[config.mk]
export PLATFORM = sky130hd
export DESIGN_NAME = sdram_burst_arbiter
export DESIGN_NICKNAME = d
export VERILOG_FILES = /design/src/rtl/sdram_arb_pkg.sv /design/src/rtl/sdram_port_addr.sv /design/src/rtl/sdram_burst_arbiter.sv
export SDC_FILE = /design/constraint.sdc
export NUM_CORES = 1
export LEC_CHECK = 0
export CORE_MARGIN = 2
export CORE_UTILIZATION = 30
export CTS_BUF_LIST = sky130_fd_sc_hd__clkbuf_4 sky130_fd_sc_hd__clkbuf_8
export DETAILED_ROUTE_END_ITERATION = 6
export PLACE_DENSITY = 0.59
export SLEW_MARGIN = 5
export SYNTH_ARGS = -nofsm -noshare
export SYNTH_HDL_FRONTEND = slang
export SYNTH_SLANG_ARGS = --single-unit
[constraint.sdc]
create_clock -name clk -period 8 [get_ports clk]
set_input_delay 1.6 -clock clk [delete_from_list [all_inputs] [get_ports clk]]
set_output_delay 1.6 -clock clk [all_outputs]
set_load 0.005 [all_outputs]
[src/rtl/sdram_arb_pkg.sv]
// Shared definitions for the SDRAM burst arbiter: port indices and FSM states.
package sdram_arb_pkg;
  localparam int NUM_PORTS = 4;

  localparam logic [1:0] P_WR1 = 2'd0;
  localparam logic [1:0] P_WR2 = 2'd1;
  localparam logic [1:0] P_RD1 = 2'd2;
  localparam logic [1:0] P_RD2 = 2'd3;

  typedef enum logic [1:0] {
    S_IDLE,
    S_ARB,
    S_ISSUE,
    S_WAIT
  } arb_state_t;
endpackage

[src/rtl/sdram_port_addr.sv]
// Per-port wrapping burst address counter with load/rewind handling.
module sdram_port_addr #(
  parameter int ADDR_W = 21,
  parameter int BURST  = 256
) (
  input  logic              clk,
  input  logic              rst_n,
  input  logic [ADDR_W-1:0] base_addr,
  input  logic [ADDR_W-1:0] max_addr,
  input  logic              load,
  input  logic              step,
  input  logic              active,
  output logic [ADDR_W-1:0] addr
);
  logic [ADDR_W:0] sum;
  logic            pending;

  // One extra bit so a sum past the top of the address space still compares correctly.
  assign sum = {1'b0, addr} + (ADDR_W+1)'(BURST);

  always_ff @(posedge clk) begin
    if (!rst_n) begin
      addr    <= base_addr;
      pending <= 1'b0;
    end else if (step) begin
      pending <= 1'b0;
      if (pending || load)
        addr <= base_addr;
      else if (sum >= {1'b0, max_addr})
        addr <= base_addr;
      else
        addr <= sum[ADDR_W-1:0];
    end else if (load) begin
      // A burst in flight keeps its address; the rewind lands when it completes.
      if (active)
        pending <= 1'b1;
      else
        addr <= base_addr;
    end
  end
endmodule

[src/rtl/sdram_burst_arbiter.sv]
// Round-robin burst scheduler between four frame-buffer FIFO ports and the SDRAM engine.
// Optional macro RD_URGENT_EN: read ports below RD_LOW_WM pre-empt round-robin.
module sdram_burst_arbiter
  import sdram_arb_pkg::*;
#(
  parameter int ADDR_W     = 21,
  parameter int LVL_W      = 10,
  parameter int FIFO_DEPTH = 512,
  parameter int BURST      = 256,
  parameter int RD_LOW_WM  = 128
) (
  input  logic                  clk,
  input  logic                  rst_n,
  input  logic [3:0]            port_en,
  input  logic [4*LVL_W-1:0]    level,
  input  logic [4*ADDR_W-1:0]   base_addr,
  input  logic [4*ADDR_W-1:0]   max_addr,
  input  logic [3:0]            load,
  input  logic                  refresh_req,
  output logic                  cmd_valid,
  input  logic                  cmd_ready,
  output logic [1:0]            cmd_port,
  output logic                  cmd_write,
  output logic [ADDR_W-1:0]     cmd_addr,
  output logic [LVL_W-1:0]      cmd_len,
  input  logic                  cmd_done,
  output logic                  busy
);
  localparam logic [LVL_W-1:0] BURST_L = LVL_W'(BURST);
  localparam logic [LVL_W-1:0] RD_MAX  = LVL_W'(FIFO_DEPTH - BURST);

  arb_state_t           state;
  logic [1:0]           rr_ptr;
  logic [1:0]           sel;
  logic [1:0]           idx;
  logic                 found;
  logic [NUM_PORTS-1:0] elig;
  logic [ADDR_W-1:0]    addr [NUM_PORTS];

  for (genvar g = 0; g < NUM_PORTS; g++) begin : g_port
    logic [LVL_W-1:0] lvl;
    logic             step;
    logic             active;

    assign lvl = level[g*LVL_W +: LVL_W];
    if (g < 2) begin : g_wr
      assign elig[g] = port_en[g] && (lvl >= BURST_L);
    end else begin : g_rd
      assign elig[g] = port_en[g] && (lvl <= RD_MAX);
    end

    assign active = ((state == S_ISSUE) || (state == S_WAIT)) && (cmd_port == 2'(g));
    assign step   = cmd_done && (state == S_WAIT) && (cmd_port == 2'(g));

    sdram_port_addr #(
      .ADDR_W (ADDR_W),
      .BURST  (BURST)
    ) u_addr (
      .clk       (clk),
      .rst_n     (rst_n),
      .base_addr (base_addr[g*ADDR_W +: ADDR_W]),
      .max_addr  (max_addr[g*ADDR_W +: ADDR_W]),
      .load      (load[g]),
      .step      (step),
      .active    (active),
      .addr      (addr[g])
    );
  end

`ifdef RD_URGENT_EN
  localparam logic [LVL_W-1:0] WM_L = LVL_W'(RD_LOW_WM);
  logic [LVL_W-1:0] lvl_rd1;
  logic [LVL_W-1:0] lvl_rd2;
  assign lvl_rd1 = level[2*LVL_W +: LVL_W];
  assign lvl_rd2 = level[3*LVL_W +: LVL_W];
`endif

  always_comb begin
    sel   = rr_ptr;
    idx   = rr_ptr;
    found = 1'b0;
    for (int k = 0; k < NUM_PORTS; k++) begin
      idx = rr_ptr + 2'(k);
      if (!found && elig[idx]) begin
        sel   = idx;
        found = 1'b1;
      end
    end
`ifdef RD_URGENT_EN
    if (elig[P_RD1] && (lvl_rd1 < WM_L))
      sel = P_RD1;
    else if (elig[P_RD2] && (lvl_rd2 < WM_L))
      sel = P_RD2;
`endif
  end

  always_ff @(posedge clk) begin
    if (!rst_n) begin
      state     <= S_IDLE;
      cmd_valid <= 1'b0;
      cmd_port  <= 2'd0;
      cmd_write <= 1'b0;
      cmd_addr  <= '0;
      cmd_len   <= '0;
      busy      <= 1'b0;
      rr_ptr    <= 2'd0;
    end else begin
      case (state)
        S_IDLE: begin
          if ((|elig) && !refresh_req) begin
            state <= S_ARB;
            busy  <= 1'b1;
          end
        end
        S_ARB: begin
          // Eligibility may have dropped since IDLE; abandon without issuing.
          if (|elig) begin
            cmd_port  <= sel;
            cmd_write <= (sel == P_WR1) || (sel == P_WR2);
            cmd_addr  <= addr[sel];
            cmd_len   <= BURST_L;
            state     <= S_ISSUE;
          end else begin
            busy  <= 1'b0;
            state <= S_IDLE;
          end
        end
        S_ISSUE: begin
          if (!cmd_valid) begin
            cmd_valid <= 1'b1;
          end else if (cmd_ready) begin
            cmd_valid <= 1'b0;
            rr_ptr    <= cmd_port + 2'd1;
            state     <= S_WAIT;
          end
        end
        S_WAIT: begin
          if (cmd_done) begin
            busy  <= 1'b0;
            state <= S_IDLE;
          end
        end
        default: state <= S_IDLE;
      endcase
    end
  end
endmodule

==> Implementation_results.wiki <==
{| class="wikitable"
! Metric !! Value
|-
| Clk pin slew, worst setup/hold paths || approximately 70 ps
|-
| Pre-Repair DR Iteration Count || 4
|-
| Power Internal || 0.00124 W
|-
| Total power divided by cell area || about 150 mW/mm^2
|-
| H-tree depth || 4
|-
| Post-Synthesis Mean Instance Area || around 10 sq um
|-
| Pin count of the biggest net entering global routing || 44
|-
| Register-to-Register Setup Slack || roughly 4000 ps
|-
| GR peak layer || met2
|-
| Via count of the first global-routing pass || around 7000
|-
| # hold bufs at CTS || 0
|-
| Number of warnings issued by yosys || 0
|-
| Type of destination of the critical path || register
|-
| Clk Latency, worst-skew pair || between 400 and 500 ps
|-
| Netlist cell types || 59
|-
| Die Y || ~170 um
|-
| Required time at the worst-slack endpoint || between 8000 and 9000 ps
|-
| Setup TNS || 0 ps
|-
| Post-synthesis cell count || approximately 800
|-
| Starting utilization of the core area || between 30 and 40%
|-
| Global router's overall resource usage || ~16%
|-
| Via-to-Cell Ratio || roughly 4.7
|-
| Critical register-to-register path startpoint || g_port[0].u_addr.addr[10]
|-
| Main synth FF type || edfxtp_1
|-
| Global routing usage on met3 || around 3.4%
|-
| Type of the worst setup path || primary input to register
|-
| Clock network fraction of design power || between 30% and 40%
|-
| Main area contributors after synthesis || edfxtp_1 (29%), ha_1 (13%), dfxtp_1 (8.1%), mux2i_1 (5.1%), mux2_2 (5.1%)
|-
| Hold worst-path end || cmd_addr[16]
|-
| Final Hold Violating Endpoints || 0
|-
| CTS tree || built
|-
| R2R cell count || 13
|-
| Detail Route Antenna Nets || 0
|-
| Hold WC Path Type || register to register
|-
| Total clock sinks || 119
|-
| Endpoint of the worst-slack reg-to-reg timing path || g_port[0].u_addr.addr[8]
|-
| Maximum capacitance violations || 0
|-
| Max-Slew Margin vs Limit || a little under half
|-
| Outcome || completed
|-
| GRT Residual Overflow || 0
|-
| Fraction of power spent switching nets || between 20 and 30%
|-
| Count leader, synth || inv_1
|-
| Met1 Use GR || 21.6%
|-
| Reported leakage power || 5.00 nW
|-
| Cell type with the highest aggregate area in the netlist || edfxtp_1
|-
| Tot Pwr || around 0.0017 W
|-
| Sequential Power Share || between 40 and 50%
|-
| Max Fclk || around 230 MHz
|-
| Final period utilization || 55.2%
|-
| Time the final worst path needs with I/O delays and setup || approximately 4400 ps
|-
| Placement row count || slightly above 60
|-
| Average routed wire per standard cell || approximately 17 um
|-
| Switching power total || 0.000471 W
|-
| Die ar. || roughly 0.030 sq mm
|-
| Global-route wire length before repair || roughly 38 mm
|-
| Post-CTS repair timing setup buffer count || 0
|-
| Ratio of cells with drive above 1 in the final layout || 10.2%
|-
| Maximum buffer depth of the clock tree || 2
|-
| Max-slew violations || 0
|-
| Final setup skew || between 20 and 25 ps
|-
| RSZ-0062 raised after global routing || false
|-
| Core Area || approximately 0.028 sq mm
|-
| Number of port buffers || about 230
|-
| Post-layout net count || around 1400
|-
| Met2 track demand over resource in global routing || between 20% and 30%
|-
| Kind of launch point of the worst setup path || primary input
|-
| Max VDD drop || between 70 and 80 uV
|-
| Total number of vias || 6840
|-
| Min Hold Slack || ~460 ps
|-
| HPWL after detailed placement || approximately 20 mm
|-
| Last weighted congestion value of the routability-driven placer || around 0.83
|-
| Worst Hold Path Cells || 2
|-
| Post-CTS sizing || 0
|-
| Synth top area share || 29.3%
|-
| First DRT Iteration DRCs || 250
|-
| Root cell of the clock tree || clkbuf_8
|-
| Number of enable-type register cells in the synthesized netlist || 84
|-
| Crit Path Max Fanout || 17
|-
| DRC viols || 0
|-
| IO Count || roughly 260
|-
| Area overhead of the layout relative to synthesis || 34.9%
|-
| Final count of negative-setup-slack endpoints || 0
|-
| Die extent in x || 173 um
|-
| Launch point of the worst hold path || cmd_addr[16]
|-
| Tightest Pin Transition || between 800 and 900 ps
|-
| Total Routed Length || ~24 mm
|-
| Area of the mapped netlist || approximately 0.0086 sq mm
|-
| Most numerous cell types in the synthesized netlist || inv_1 (93), ha_1 (92), edfxtp_1 (84), nand2_1 (55), mux2i_1 (44)
|-
| Number of register bits inferred by synthesis || around 120
|-
| Number of antenna violations at the first check in global routing || 1
|-
| TritonCTS Buffers || 17
|-
| Sequential cell area fraction in the yosys report || a little under two fifths
|-
| Combinational power share || between 20% and 30%
|-
| Share of async-settable or async-resettable flops after synthesis || 0%
|-
| Critical Path AT || about 4600 ps
|}
area by class of cell:
class,instances,area [sq um]
fill,2809,16800
multi-input combinational,586,4830
sequential,119,3220
timing repair buffer,236,2350
tap,384,480
inverter,93,349
clock buffer,23,292
clock inverter,9,101
antenna,1,2.50
worst max path at each step:
stage,start,slack (ps),end,depth (start not counted)
after detailed placement,max_addr[70],3100,g_port[3].u_addr.addr[8],11
after global routing,max_addr[5],3420,g_port[0].u_addr.addr[10],10
after CTS,max_addr[70],3570,g_port[3].u_addr.addr[8],11
after floorplan,max_addr[2],3910,g_port[0].u_addr.addr[10],10
after global placement,max_addr[70],3120,g_port[3].u_addr.addr[11],11
final,max_addr[70],3590,g_port[3].u_addr.addr[8],11
power groups by stage:
stage               clock network (W)  registers (W)  logic [W]
global placement                    0       0.000765   0.000393
floorplan                           0       0.000750   0.000221
global route                 0.000595       0.000759   0.000439
detailed placement                  0       0.000766   0.000398
finish                       0.000560       0.000753   0.000394
CTS                          0.000572       0.000753   0.000401
per-stage QoR:
step	utilization (%)	setup slack, ps	cells	area, sq um
final	40.8	3590	1451	11600
after global routing	40.8	3420	1451	11600
after CTS	40.8	3570	1450	11600
after detailed placement	39.4	3100	1418	11200
after global placement	39.4	3120	1418	11200
after floorplan	-	3910	829	8650
kinds of logic (layout without fill, tap and decap cells):
| group | Yosys count | in the layout | share of synthesized area (%) |
|---|---|---|---|
| AND/OR/NAND/NOR | 217 | 217 | 13.8 |
| AO/OA/AOI/OAI | 130 | 130 | 12.2 |
| buffers and inverters | 124 | 361 | 7.06 |
| flip-flops | 119 | 119 | 37.4 |
| multiplexers | 94 | 94 | 11.6 |
| adder cells (fa/ha/maj) | 92 | 92 | 13.4 |
| XOR/XNOR | 44 | 44 | 4.47 |
| other | 1 | 10 | 0.0435 |
state kept, by name, indices dropped and copies added, names as in the netlist, named ones only:
name                   count
busy                       1
cmd_addr                  21
cmd_len                    1
cmd_port                   2
cmd_valid                  1
cmd_write                  1
g_port.u_addr.addr        84
g_port.u_addr.pending      4
rr_ptr                     2
state                      1
worst max-delay path, stage by stage:
cell and delay (ps):
clkdlybuf4s50_1 450, inv_1 40, ha_1 290, a21o_1 190, a21o_1 170, a221o_1 330
a31oi_1 310, o31ai_1 190, a21oi_2 320, buf_4 330, mux2_2 370
layout by cell type, fill, tap and decap left out, types with 4 or more instances in the layout:
cell and n:
nand4_1 15, o21ai_0 20, conb_1 9, xnor2_1 36
dfxtp_1 35, clkinv_2 4, and2_1 13, a31oi_1 6
nor2_1 14, clkdlybuf4s50_1 231, o221ai_2 21, and4_1 7
inv_1 93, a21o_1 23, clkbuf_8 19, ha_1 92
and3_1 28, xor2_1 8, clkbuf_4 4, buf_4 5
nand2_1 55, a21oi_1 24, o21a_1 6, nand2b_1 5
edfxtp_1 84, nand3_1 32, nor2b_1 31, mux2_2 39
mux2_1 11, mux2i_1 44
layer usage:
| metal | vias to the layer above | wire (um) |
|---|---|---|
| li1 | 3438 | - |
| met1 | 3194 | 11500 |
| met2 | 176 | 11100 |
| met3 | 32 | 1200 |
| met4 | 0 | 553 |
| met5 | - | 0 |
Power figures use the tool's default switching activity.
